$ cat config.mk
export PLATFORM = sky130hd
export DESIGN_NAME = fifo_ram_ctrl_flat
export DESIGN_NICKNAME = d
export VERILOG_FILES = /design/src/rtl/fifo_ram_ctrl_pkg.sv /design/src/rtl/fifo_ram_ctrl_if.sv /design/src/rtl/fifo_ram_ctrl_flag_gen.sv /design/src/rtl/fifo_ram_ctrl.sv /design/src/flat_wrapper.sv
export SDC_FILE = /design/constraint.sdc
export NUM_CORES = 1
export LEC_CHECK = 0
export BUFFER_PORTS_ARGS = -buffer_cell sky130_fd_sc_hd__buf_2
export CAP_MARGIN = 20
export CORE_MARGIN = 5
export CORE_UTILIZATION = 40
export DETAILED_ROUTE_END_ITERATION = 8
export GPL_ROUTABILITY_DRIVEN = 0
export PLACE_DENSITY = 0.62
export SLEW_MARGIN = 15
export SYNTH_ARGS = -nofsm -noshare
export SYNTH_HDL_FRONTEND = slang
export SYNTH_SLANG_ARGS = --single-unit
export TNS_END_PERCENT = 100
$ cat constraint.sdc
create_clock -name clk -period 2.9 [get_ports clk]
set_input_delay 0.29 -clock clk [delete_from_list [all_inputs] [get_ports clk]]
set_output_delay 0.29 -clock clk [all_outputs]
set_load 0.02 [all_outputs]
$ cat src/rtl/fifo_ram_ctrl_pkg.sv
// ============================================================================
// Module      : fifo_pkg
// Description : Shared types, depth constant and pointer helper for the
//               fifo_ram_ctrl block.
// Revision    : 1.0 - initial release
// ============================================================================
`default_nettype none

package fifo_pkg;

    localparam int unsigned ADDR_WIDTH_DEF = 8;
    localparam int unsigned DEPTH          = 2 ** ADDR_WIDTH_DEF;

    typedef logic [ADDR_WIDTH_DEF:0] ptr_t;
    typedef logic [ADDR_WIDTH_DEF:0] cnt_t;

    // Wrap-around increment for a pointer of ptr_width bits (MSB is the wrap bit)
    function automatic logic [31:0] ptr_inc(input logic [31:0] ptr, input int unsigned ptr_width);
        logic [31:0] mask;
        mask = (ptr_width >= 32) ? '1 : ((32'd1 << ptr_width) - 32'd1);
        return (ptr + 32'd1) & mask;
    endfunction

endpackage

`default_nettype wire

$ cat src/rtl/fifo_ram_ctrl_if.sv
// ============================================================================
// Module      : fifo_ram_ctrl_if
// Description : Push/pop handshake, status flags and dual-port RAM bus of the
//               FIFO controller. Optional FIFO_ERR_FLAGS_EN adds error flags.
// Revision    : 1.0 - initial release
// ============================================================================
`default_nettype none

interface fifo_ram_ctrl_if #(
    parameter int DATA_WIDTH = 8,
    parameter int ADDR_WIDTH = 8
);
    logic                  wr_en;
    logic [DATA_WIDTH-1:0] wr_data;
    logic                  rd_en;
    logic [DATA_WIDTH-1:0] rd_data;
    logic                  rd_valid;
    logic                  full;
    logic                  empty;
    logic                  almost_full;
    logic                  almost_empty;
    logic [ADDR_WIDTH:0]   count;
    logic [ADDR_WIDTH-1:0] ram_wr_addr;
    logic                  ram_wr_ce;
    logic                  ram_wr_we;
    logic [DATA_WIDTH-1:0] ram_wr_data;
    logic [ADDR_WIDTH-1:0] ram_rd_addr;
    logic                  ram_rd_ce;
    logic                  ram_rd_we;
    logic [DATA_WIDTH-1:0] ram_rd_data;
`ifdef FIFO_ERR_FLAGS_EN
    logic                  overflow;
    logic                  underflow;
`endif

    modport slave (
        input  wr_en, wr_data, rd_en, ram_rd_data,
        output rd_data, rd_valid, full, empty, almost_full, almost_empty, count,
        output ram_wr_addr, ram_wr_ce, ram_wr_we, ram_wr_data,
        output ram_rd_addr, ram_rd_ce, ram_rd_we
`ifdef FIFO_ERR_FLAGS_EN
        , output overflow, underflow
`endif
    );

    modport master (
        output wr_en, wr_data, rd_en, ram_rd_data,
        input  rd_data, rd_valid, full, empty, almost_full, almost_empty, count,
        input  ram_wr_addr, ram_wr_ce, ram_wr_we, ram_wr_data,
        input  ram_rd_addr, ram_rd_ce, ram_rd_we
`ifdef FIFO_ERR_FLAGS_EN
        , input overflow, underflow
`endif
    );

endinterface

`default_nettype wire

$ cat src/rtl/fifo_ram_ctrl_flag_gen.sv
// ============================================================================
// Module      : fifo_flag_gen
// Description : Combinational full/empty/almost flags and occupancy count.
// Revision    : 1.0 - initial release
// ============================================================================
`default_nettype none

module fifo_flag_gen #(
    parameter int ADDR_WIDTH      = 8,
    parameter int ALMOST_FULL_TH  = (2 ** ADDR_WIDTH) - 2,
    parameter int ALMOST_EMPTY_TH = 2
) (
    input  wire logic [ADDR_WIDTH:0] i_wr_ptr,
    input  wire logic [ADDR_WIDTH:0] i_wr_ptr_c,
    input  wire logic [ADDR_WIDTH:0] i_rd_ptr,
    output logic                     o_full,
    output logic                     o_empty,
    output logic                     o_almost_full,
    output logic                     o_almost_empty,
    output logic [ADDR_WIDTH:0]      o_count
);

    localparam int CNT_W = ADDR_WIDTH + 1;

    logic [ADDR_WIDTH:0] w_count;

    assign w_count = i_wr_ptr - i_rd_ptr;

    // Full uses the speculative write pointer so no push can overrun an entry
    // still waiting to be popped; empty uses the committed pointer so a pop
    // never reads an address whose RAM write is still in flight.
    assign o_full         = (i_wr_ptr[ADDR_WIDTH] != i_rd_ptr[ADDR_WIDTH]) &&
                            (i_wr_ptr[ADDR_WIDTH-1:0] == i_rd_ptr[ADDR_WIDTH-1:0]);
    assign o_empty        = (i_wr_ptr_c == i_rd_ptr);
    assign o_almost_full  = (w_count >= CNT_W'(ALMOST_FULL_TH));
    assign o_almost_empty = (w_count <= CNT_W'(ALMOST_EMPTY_TH));
    assign o_count        = w_count;

endmodule

`default_nettype wire

$ cat src/rtl/fifo_ram_ctrl.sv
// ============================================================================
// Module      : fifo_ram_ctrl
// Description : Synchronous FIFO controller driving an external dual-port RAM
//               through a registered write stage. Optional FIFO_ERR_FLAGS_EN
//               adds sticky overflow/underflow flags.
// Revision    : 1.0 - initial release
// ============================================================================
`default_nettype none

module fifo_ram_ctrl
    import fifo_pkg::*;
#(
    parameter int DATA_WIDTH      = 8,
    parameter int ADDR_WIDTH      = 8,
    parameter int ALMOST_FULL_TH  = (2 ** ADDR_WIDTH) - 2,
    parameter int ALMOST_EMPTY_TH = 2
) (
    input  wire logic        clk,
    input  wire logic        rst,
    fifo_ram_ctrl_if.slave   bus
);

    localparam int unsigned PTR_W = ADDR_WIDTH + 1;

    logic [ADDR_WIDTH:0]   r_wr_ptr;
    logic [ADDR_WIDTH:0]   r_wr_ptr_c;
    logic [ADDR_WIDTH:0]   r_rd_ptr;
    logic [ADDR_WIDTH-1:0] r_ram_wr_addr;
    logic [DATA_WIDTH-1:0] r_ram_wr_data;
    logic                  r_ram_wr_ce;
    logic [DATA_WIDTH-1:0] r_rd_data;
    logic                  r_rd_valid;

    logic                  w_full;
    logic                  w_empty;
    logic                  w_push_ok;
    logic                  w_pop_ok;

    fifo_flag_gen #(
        .ADDR_WIDTH      (ADDR_WIDTH),
        .ALMOST_FULL_TH  (ALMOST_FULL_TH),
        .ALMOST_EMPTY_TH (ALMOST_EMPTY_TH)
    ) u_flag_gen (
        .i_wr_ptr       (r_wr_ptr),
        .i_wr_ptr_c     (r_wr_ptr_c),
        .i_rd_ptr       (r_rd_ptr),
        .o_full         (w_full),
        .o_empty        (w_empty),
        .o_almost_full  (bus.almost_full),
        .o_almost_empty (bus.almost_empty),
        .o_count        (bus.count)
    );

    assign w_push_ok = bus.wr_en && !w_full;
    assign w_pop_ok  = bus.rd_en && !w_empty;

    always_ff @(posedge clk) begin
        if (rst) begin
            r_wr_ptr      <= '0;
            r_wr_ptr_c    <= '0;
            r_ram_wr_addr <= '0;
            r_ram_wr_data <= '0;
            r_ram_wr_ce   <= 1'b0;
        end else begin
            // Committed pointer trails by one cycle, matching the RAM write stage
            r_wr_ptr_c  <= r_wr_ptr;
            r_ram_wr_ce <= w_push_ok;
            if (w_push_ok) begin
                r_ram_wr_addr <= r_wr_ptr[ADDR_WIDTH-1:0];
                r_ram_wr_data <= bus.wr_data;
                r_wr_ptr      <= PTR_W'(ptr_inc(32'(r_wr_ptr), PTR_W));
            end
        end
    end

    always_ff @(posedge clk) begin
        if (rst) begin
            r_rd_ptr   <= '0;
            r_rd_data  <= '0;
            r_rd_valid <= 1'b0;
        end else begin
            r_rd_valid <= w_pop_ok;
            if (w_pop_ok) begin
                r_rd_data <= bus.ram_rd_data;
                r_rd_ptr  <= PTR_W'(ptr_inc(32'(r_rd_ptr), PTR_W));
            end
        end
    end

`ifdef FIFO_ERR_FLAGS_EN
    logic r_overflow;
    logic r_underflow;

    always_ff @(posedge clk) begin
        if (rst) begin
            r_overflow  <= 1'b0;
            r_underflow <= 1'b0;
        end else begin
            if (bus.wr_en && w_full) begin
                r_overflow <= 1'b1;
            end
            if (bus.rd_en && w_empty) begin
                r_underflow <= 1'b1;
            end
        end
    end

    assign bus.overflow  = r_overflow;
    assign bus.underflow = r_underflow;
`endif

    assign bus.full        = w_full;
    assign bus.empty       = w_empty;
    assign bus.rd_data     = r_rd_data;
    assign bus.rd_valid    = r_rd_valid;
    assign bus.ram_wr_addr = r_ram_wr_addr;
    assign bus.ram_wr_data = r_ram_wr_data;
    assign bus.ram_wr_ce   = r_ram_wr_ce;
    assign bus.ram_wr_we   = 1'b1;
    assign bus.ram_rd_addr = r_rd_ptr[ADDR_WIDTH-1:0];
    assign bus.ram_rd_ce   = !rst;
    assign bus.ram_rd_we   = 1'b0;

endmodule

`default_nettype wire

$ cat src/flat_wrapper.sv
// flat-port wrapper written by rule: the top's interface ports become plain ports
module fifo_ram_ctrl_flat import fifo_pkg::*;
#(
    parameter int DATA_WIDTH      = 8,
    parameter int ADDR_WIDTH      = 8,
    parameter int ALMOST_FULL_TH  = (2 ** ADDR_WIDTH) - 2,
    parameter int ALMOST_EMPTY_TH = 2
)
  (clk, rst, bus_wr_en, bus_wr_data, bus_rd_en, bus_ram_rd_data, bus_rd_data, bus_rd_valid, bus_full, bus_empty, bus_almost_full, bus_almost_empty, bus_count, bus_ram_wr_addr, bus_ram_wr_ce, bus_ram_wr_we, bus_ram_wr_data, bus_ram_rd_addr, bus_ram_rd_ce, bus_ram_rd_we);
  fifo_ram_ctrl_if #(.DATA_WIDTH(DATA_WIDTH), .ADDR_WIDTH(ADDR_WIDTH)) bus_i ();
  input  wire logic clk;
  input  wire logic rst;
  input wire logic [$bits(bus_i.wr_en)-1:0] bus_wr_en;
  input wire logic [$bits(bus_i.wr_data)-1:0] bus_wr_data;
  input wire logic [$bits(bus_i.rd_en)-1:0] bus_rd_en;
  input wire logic [$bits(bus_i.ram_rd_data)-1:0] bus_ram_rd_data;
  output wire logic [$bits(bus_i.rd_data)-1:0] bus_rd_data;
  output wire logic [$bits(bus_i.rd_valid)-1:0] bus_rd_valid;
  output wire logic [$bits(bus_i.full)-1:0] bus_full;
  output wire logic [$bits(bus_i.empty)-1:0] bus_empty;
  output wire logic [$bits(bus_i.almost_full)-1:0] bus_almost_full;
  output wire logic [$bits(bus_i.almost_empty)-1:0] bus_almost_empty;
  output wire logic [$bits(bus_i.count)-1:0] bus_count;
  output wire logic [$bits(bus_i.ram_wr_addr)-1:0] bus_ram_wr_addr;
  output wire logic [$bits(bus_i.ram_wr_ce)-1:0] bus_ram_wr_ce;
  output wire logic [$bits(bus_i.ram_wr_we)-1:0] bus_ram_wr_we;
  output wire logic [$bits(bus_i.ram_wr_data)-1:0] bus_ram_wr_data;
  output wire logic [$bits(bus_i.ram_rd_addr)-1:0] bus_ram_rd_addr;
  output wire logic [$bits(bus_i.ram_rd_ce)-1:0] bus_ram_rd_ce;
  output wire logic [$bits(bus_i.ram_rd_we)-1:0] bus_ram_rd_we;
  assign bus_i.wr_en = bus_wr_en;
  assign bus_i.wr_data = bus_wr_data;
  assign bus_i.rd_en = bus_rd_en;
  assign bus_i.ram_rd_data = bus_ram_rd_data;
  assign bus_rd_data = bus_i.rd_data;
  assign bus_rd_valid = bus_i.rd_valid;
  assign bus_full = bus_i.full;
  assign bus_empty = bus_i.empty;
  assign bus_almost_full = bus_i.almost_full;
  assign bus_almost_empty = bus_i.almost_empty;
  assign bus_count = bus_i.count;
  assign bus_ram_wr_addr = bus_i.ram_wr_addr;
  assign bus_ram_wr_ce = bus_i.ram_wr_ce;
  assign bus_ram_wr_we = bus_i.ram_wr_we;
  assign bus_ram_wr_data = bus_i.ram_wr_data;
  assign bus_ram_rd_addr = bus_i.ram_rd_addr;
  assign bus_ram_rd_ce = bus_i.ram_rd_ce;
  assign bus_ram_rd_we = bus_i.ram_rd_we;
  fifo_ram_ctrl #(.DATA_WIDTH(DATA_WIDTH), .ADDR_WIDTH(ADDR_WIDTH), .ALMOST_FULL_TH(ALMOST_FULL_TH), .ALMOST_EMPTY_TH(ALMOST_EMPTY_TH)) u_core (.clk(clk), .rst(rst), .bus(bus_i));
endmodule
Yosys cells after proc, flatten, opt, wreduce, memory -nomap -nowiden --
Cells that the tools add are included.
Cells by class: $add $sub $neg 3, reductions and logical operators 6, equal/unequal tests 3, order comparisons 2
Operator list (number):
- $add 9x1->9 const B | 2
- $eq 9x9->1 | 1
- $ge 9x8->1 const B | 1
- $le 9x2->1 const B | 1
- $sub 9x9->9 | 1
- $eq 8x8->1 | 1
- $logic_and 1x1->1 | 3
- $logic_not 1->1 | 3
- $ne 1x1->1 | 1
Storage, ports and cells: output and inout bits 50, register bits after elaboration 53, input bits 20

Longest topological paths before layout --
Gate-level depths: netlist of the first run.
depth in word-level cells 4, mapped depth 10, gate-level depth less buffers 8

Cells and area by module --
From an unflattened synthesis of the first run, not the netlist that was laid out.
Second synthesis, totals: cell total of the unflattened synthesis 331, area, all modules 2683.8 um^2
Modules (own cells, without submodules):
- fifo_ram_ctrl | area each 1999.4 um^2, instances 1, cells an instance 232
- fifo_flag_gen | area each 684.4 um^2, instances 1, cells an instance 99

Worst setup path after synthesis of the first run --
OpenSTA, ideal clock, no wires.
kind register to output, start point register u_core.r_wr_ptr[0], end point output port bus_almost_empty, buffers on the path 0, path slack -0.127 ns, data required time 2.610 ns, arrival time 2.737 ns, cell stages (with the launch flop) 9, cell sequence dfxtp_1 > inv_1 > ha_1 > fa_1 > nand2b_1 > a21o_1 > xnor2_1 > a2111oi_0 > nor4bb_1
On the way: cells in the longest elaborated chain, start to end 2
Ends and longest elaborated chain:
- start, declared | RTL line fifo_ram_ctrl.sv:25 | logic [ADDR_WIDTH:0] r_wr_ptr;
- start signal, assigned | RTL line fifo_ram_ctrl.sv:71 | r_wr_ptr <= PTR_W'(ptr_inc(32'(r_wr_ptr), PTR_W));
- $sub 9x9->9 | RTL line fifo_ram_ctrl_flag_gen.sv:27 | assign w_count = i_wr_ptr - i_rd_ptr;
- net bus_count[4] | RTL line flat_wrapper.sv:23 | output wire logic [$bits(bus_i.count)-1:0] bus_count;
- $le 9x2->1 | RTL line fifo_ram_ctrl_flag_gen.sv:36 | assign o_almost_empty = (w_count <= CNT_W'(ALMOST_EMPTY_TH));
- end, declared | RTL line flat_wrapper.sv:22 | output wire logic [$bits(bus_i.almost_empty)-1:0] bus_almost_empty;
The timed path passes the listed nets, and every way through them passes these cells.

Worst setup path in the final report of the first run --
start point register u_core.r_wr_ptr[0], end point output port bus_almost_empty
On the way: cells in the longest elaborated chain, start to end 2
Ends and longest elaborated chain (RTL line):
- $sub 9x9->9 | fifo_ram_ctrl_flag_gen.sv:27
- $le 9x2->1 | fifo_ram_ctrl_flag_gen.sv:36
Every way passes these cells.

==> impl_metrics.py, run 1 <==
metrics = {
    "run_status": {
        "outcome": "finished clean",
    },
    "sta": {
        "hold_viol": 0,
        "relSlewSlack_pct": 36.78,
        "worstMarginPinSlew_ns": 0.9483,
        "setup_slack_ns": 0.1389,
        "finalClockSkew_ns": 0.004716,
        "finalSetupViolCount": 0,
        "period_needed_ns": 2.761,
        "fmax_mhz": 362.2,
        "period_share_pct": 95.21,
        "fin_tns_setup_ns": 0,
        "drv_slew": 0,
    },
    "critical_path": {
        "timing.rr.end": "u_core.r_wr_ptr[8]",
        "crit_buf_inv": 2,
        "r2r_slack_ns": 0.64,
        "crit_chain": "inv_2, ha_4, fa_2, nand2b_4, a21o_1, xnor2_2, a2111oi_2, nor4bb_4, buf_4",
        "rr_startpoint": "u_core.r_rd_ptr[5]",
        "reg2reg_depth": 7,
        "endpoint_kind": "primary output",
        "path_class": "register to primary output",
        "crit_slowest_cell": "fa_2",
        "critical_path_required_ns": 2.61,
        "crit_path_max_fanout": 3,
        "cp-start-kind": "register",
        "path_delay_family": "adder cells",
        "slowest_delay_ns": 0.35,
        "arrival_ns": 2.47,
    },
    "clock_tree": {
        "clk_pin_slew_ns": 0.10,
        "cts-root-buf": "clkbuf_8",
        "insertion_delay_ns": 0.30,
        "h-tree-depth": 2,
        "clockBufferDepth": 2,
        "cts_buffers": 5,
        "holdBufCountCts": 0,
        "cts_tree": "yes",
        "cts.sinks": 53,
    },
    "detailed_routing": {
        "ant_nets": 0,
        "wirelength_um": 6406,
        "firstDrtPassIters": 4,
        "num_vias": 2321,
        "drc": 0,
        "drtIter0Drc": 178,
        "wire_per_inst_um": 14.05,
        "viasPerCell": 5.090,
    },
    "hold_path": {
        "worstHoldPathType": "input port to register",
        "hold_start": "bus_wr_data[0]",
        "worstHoldPathCells": 3,
        "min_to": "u_core.bus.ram_wr_data[0]",
    },
    "die": {
        "start_util_pct": 41.73,
        "io_pins": 70,
        "core-area_um2": 6422,
        "dieArea_um2": 8437,
        "row_count": 29,
        "die_w_um": 91.86,
        "die_y_um": 91.86,
    },
    "finish": {
        "drive_gt1_share_pct": 31.40,
        "final_common_cell": "buf_2",
        "finish.utilization_pct": 51.45,
        "diodes": 0,
        "final_cell_mix": "buf_2 (66), dfxtp_1 (49), nand2_1 (44)",
        "design_area_um2": 3304,
        "layout.nets": 409,
        "syn2layout_area_growth_pct": 23.30,
    },
    "logic_synthesis": {
        "synth_edf_count": 0,
        "synth_cells": 314,
        "ys_seq_area_share_pct": 39.59,
        "syn-mean-instance-area_um2": 8.535,
        "ys_seq_elements": 53,
        "ys_warn_count": 0,
        "synth_cell_types": 49,
        "postSynthNetCount": 345,
        "syn_area_um2": 2680,
        "async_reset_ff_share_pct": 0,
        "synth_top_flop_cell": "dfxtp_1",
    },
    "global_routing": {
        "grt.busiest_layer": "met2",
        "grt_pass1_vias": 2229,
        "grt_overflow": 0,
        "met2_usage_pct": 25.30,
        "groute.layer.met1.usage_pct": 18.72,
        "grt_max_degree": 56,
        "grt_pass1_wl_um": 10490,
        "use_met3_pct": 3.846,
        "track_usage_pct": 14.96,
        "antenna_found_initial": 0,
    },
    "placement": {
        "dp_slack_ns": 0.1358,
        "portBuffers": 67,
        "placed_area_um2": 3054,
        "dpl.hpwl_um": 4792,
    },
    "power": {
        "ir_worst_vdd_mv": 0.2675,
        "powerDensity_nw_per_um2": 559.5,
        "p_leak_uw": 0.001550,
    },
    "job": {
        "maxCapViolCount": 0,
    },
}
layout make-up:
cell class	instances	area (um^2)
Fill cell	628	3118
Multi-Input combinational cell	220	1505
Sequential cell	53	1066
Timing Repair Buffer	80	435.4
Tap cell	77	96.34
Clock buffer	5	68.82
Inverter	18	67.56
Clock inverter	3	65.06
registers in the layout, summed over array words and instances (netlist names):
name / flops
u_core.bus.rd_data: 8
u_core.bus.ram_wr_data: 8
u_core.bus.ram_wr_ce: 1
u_core.bus.rd_valid: 1
u_core.r_wr_ptr_c: 9
u_core.r_wr_ptr: 9
u_core.bus.ram_wr_addr: 8
u_core.r_rd_ptr: 9
cells by family (layout without fill, tap and decap cells):
logic type               Yosys count  in the layout  share of synthesized area, %
AND/OR/NAND/NOR                  118            118                         21.52
AO/OA/AOI/OAI                     57             57                         14.52
XOR/XNOR                          22             22                         7.190
adder cells (fa/ha/maj)           11             11                         5.416
buffers and inverters             41            106                         7.703
multiplexers                      10             10                         3.782
flip-flops                        53             53                         39.59
other                              2              2                        0.2802
synthesized netlist by cell type, types with 2 or more instances:
cell type | instances | area, um^2
a2111oi_0 | 2 | 17.52
a211o_1 | 2 | 17.52
a21o_1 | 4 | 30.03
a21oi_1 | 29 | 145.1
and3_1 | 2 | 12.51
buf_2 | 2 | 10.01
buf_4 | 13 | 97.59
clkbuf_1 | 7 | 26.28
conb_1 | 2 | 7.510
dfxtp_1 | 53 | 1061
ha_1 | 10 | 125.1
inv_1 | 18 | 67.56
mux2i_1 | 9 | 90.09
nand2_1 | 44 | 165.2
nand2b_1 | 3 | 18.77
nand3_1 | 5 | 25.02
nand4_1 | 4 | 25.02
nor2_1 | 29 | 108.9
nor2b_1 | 8 | 50.05
nor3_1 | 5 | 25.02
o2111ai_1 | 2 | 17.52
o21ai_0 | 7 | 35.03
o31ai_1 | 2 | 15.01
or3_1 | 3 | 18.77
or3_2 | 2 | 15.01
or4_1 | 4 | 30.03
xnor2_1 | 14 | 122.6
xor2_1 | 8 | 70.07
how the worst max path moves through the flow:
stage / startpoint / to / depth (start not counted) / slack (ns)
5_1_grt: u_core.r_wr_ptr[0] / bus_almost_empty / 9 / -0.03
2_1_floorplan: u_core.r_wr_ptr[0] / bus_almost_empty / 8 / 0.06
6_report: u_core.r_wr_ptr[0] / bus_almost_empty / 9 / 0.14
4_1_cts: u_core.r_rd_ptr[4] / bus_almost_empty / 8 / 0.006
3_3_place_gp: u_core.r_wr_ptr[0] / bus_almost_empty / 9 / 0.27
3_5_place_dp: u_core.r_wr_ptr[0] / bus_almost_empty / 9 / 0.14
stage by stage:
step	hold slack [ns]	cells	power, uW
after floorplan	0.4260	314	1095
after global placement	0.4409	445	1219
after detailed placement	0.4437	445	1225
after CTS	0.2089	456	1825
after global routing	0.2087	456	1943
final	0.2147	456	1849
worst register-to-register path, stage by stage, from the launching register on:
cell      delay (ns)
dfxtp_1         0.43
inv_1           0.07
ha_1            0.42
nand4_1         0.24
o311ai_1        0.58
nor3_1          0.16
xnor2_1         0.17
nor2_1          0.05
power breakdown:
group | internal, uW | switching (uW) | leakage (uW)
registers | 756 | 15.6 | 0.000432
clock network | 343 | 240 | 0.0000681
logic | 209 | 285 | 0.00105
timing repair:
action,CTS,global route
pin swaps,6,1
setup buffers,3,0
gates resized for setup,6,17
setup endpoints to repair,1,3
metal layers:
layer | vias to the layer above | routed length (um) | share of wire [%]
met1 | 1077 | 2906 | 45
met2 | 49 | 3131 | 49
li1 | 1187 | - | -
met4 | 0 | 76 | 1.2
met3 | 8 | 292 | 4.6
met5 | - | 0 | 0
No activity file was read; power rests on OpenSTA's default activity.
==> run 2, diff against run 1 <==
Clock period 2.9 ns to 2.6 ns, I/O delays scaled along.
==> run 2 against run 1 <==
  * The run now ends with setup timing left
  * Non-clock buffer count is 13 higher
  * Sequential cell count stayed put
  * Worst hold slack worse by 0.027 ns
  * Register-to-register slack worse by 0.26 ns
  * Utilization is 2.3 points higher
  * Cell area is 4.4% higher
  * Setup slack worse by 0.27 ns
==> impl_metrics.py, run 2 (synthesized netlist as in run 1, its figures left out) <==
metrics = {
    "run_status": {
        "outcome": "finished with violations",
        "violations": "setup timing",
    },
    "detailed_routing": {
        "ant_nets": 0,
        "drtIter0Drc": 88,
        "wire_per_inst_um": 14.40,
        "num_vias": 2370,
        "firstDrtPassIters": 4,
        "viasPerCell": 5.053,
        "drc": 0,
        "wirelength_um": 6753,
    },
    "clock_tree": {
        "cts.sinks": 53,
        "clockBufferDepth": 2,
        "cts_buffers": 5,
        "holdBufCountCts": 0,
        "h-tree-depth": 2,
        "cts-root-buf": "clkbuf_8",
        "insertion_delay_ns": 0.30,
        "cts_tree": "yes",
        "clk_pin_slew_ns": 0.09,
    },
    "critical_path": {
        "arrival_ns": 2.47,
        "crit_chain": "inv_2, ha_4, fa_2, nand2b_4, a21o_4, a211o_4, nor3_4, nor4bb_4, buf_4",
        "crit_slowest_cell": "a211o_4",
        "endpoint_kind": "primary output",
        "slowest_delay_ns": 0.35,
        "path_delay_family": "compound AO/OA/AOI/OAI gates",
        "path_class": "register to primary output",
        "crit_path_max_fanout": 3,
        "critical_path_required_ns": 2.34,
        "cp-start-kind": "register",
        "crit_buf_inv": 2,
    },
    "finish": {
        "final_cell_mix": "buf_2 (65), dfxtp_1 (50), nand2_1 (44)",
        "layout.nets": 422,
        "syn2layout_area_growth_pct": 28.76,
        "final_common_cell": "buf_2",
        "fin_cells": 469,
        "drive_gt1_share_pct": 34.95,
        "diodes": 0,
        "reg_top3": "u_core.r_rd_ptr (9), u_core.r_wr_ptr (9), u_core.r_wr_ptr_c (9)",
    },
    "sta": {
        "period_needed_ns": 2.733,
        "hold_viol": 0,
        "finalSetupViolCount": 2,
        "relSlewSlack_pct": 47.64,
        "finalClockSkew_ns": 0.004969,
        "fmax_mhz": 365.8,
        "period_share_pct": 105.1,
        "rsz0062_at_grt": "yes",
        "setup_slack_ns": -0.1335,
        "worstMarginPinSlew_ns": 0.7853,
        "drv_slew": 0,
    },
    "die": {
        "row_count": 29,
        "start_util_pct": 41.73,
        "io_pins": 70,
        "dieArea_um2": 8437,
        "die_w_um": 91.86,
        "core-area_um2": 6422,
        "die_y_um": 91.86,
    },
    "placement": {
        "dpl.hpwl_um": 4930,
        "portBuffers": 67,
        "dp.cells": 454,
        "dp_slack_ns": 0.002229,
    },
    "global_routing": {
        "antenna_found_initial": 0,
        "grt_max_degree": 44,
        "grt_pass1_wl_um": 10970,
        "groute.layer.met1.usage_pct": 20.46,
        "use_met3_pct": 4.419,
        "met2_usage_pct": 26.89,
        "track_usage_pct": 16.05,
        "grt_pass1_vias": 2253,
        "grt.busiest_layer": "met2",
        "grt_overflow": 0,
    },
    "power": {
        "p_leak_uw": 0.001621,
        "ir_worst_vdd_mv": 0.3419,
        "powerDensity_nw_per_um2": 592.3,
    },
    "job": {
        "maxCapViolCount": 0,
    },
    "hold_path": {
        "worstHoldPathType": "input port to register",
    },
}
-- run 2: stage by stage --
step | power [uW] | setup TNS (ns) | instance area [um^2] | hold slack (ns) | utilization [%]
floorplan | 1241 | 0 | 2705 | 0.3960 | -
global placement | 1386 | 0 | 3141 | 0.4395 | 48.90
detailed placement | 1393 | 0 | 3141 | 0.4433 | 48.90
CTS | 2030 | -0.1534 | 3376 | 0.1784 | 52.56
global route | 2143 | -0.4134 | 3451 | 0.1842 | 53.73
finish | 2044 | -0.2143 | 3451 | 0.1876 | 53.73
-- run 2: power by group --
part / switching (uW) / internal, uW
sequential: 16.3 / 843
combinational: 337 / 273
clock: 260 / 314
-- run 2: layout make-up --
type | count | area (um^2)
multi-input cells | 220 | 1567
repair buffers | 93 | 539.3
clock buffers | 7 | 86.33
inverters | 18 | 67.56
clock inverters | 1 | 30.03
well taps | 77 | 96.34
flip-flops and latches | 53 | 1065
fillers | 615 | 2972
-- run 2: worst min-delay path, stage by stage --
cell and delay [ns]:
buf_2 0.09, nand2_1 0.04, a21oi_1 0.05
-- run 2: timing repair --
action	CTS	global route
gates cloned	0	0
pin swaps	5	7
setup buffers	4	3
resized for setup	21	10
endpoints found under the setup margin	3	3
-- run 2: metal layers --
layer / vias up / wire length [um] / share of wire [%]
met1: 1094 / 2996 / 44
met4: 0 / 52 / 0.77
met3: 6 / 338 / 5.0
li1: 1212 / - / -
met2: 58 / 3364 / 50
met5: - / 0 / 0
-- run 2: path summary, 6_finish.rpt --
check                                               start                        end  slack [ns]  depth (start not counted)
worst max-delay path                   u_core.r_wr_ptr[0]           bus_almost_empty       -0.13                          9
worst max register to register         u_core.r_wr_ptr[6]         u_core.r_wr_ptr[8]        0.38                          7
worst min register to register  u_core.bus.ram_wr_data[2]  u_core.bus.ram_wr_data[2]        0.45                          2
worst min-delay path                       bus_wr_data[5]  u_core.bus.ram_wr_data[5]        0.19                          3
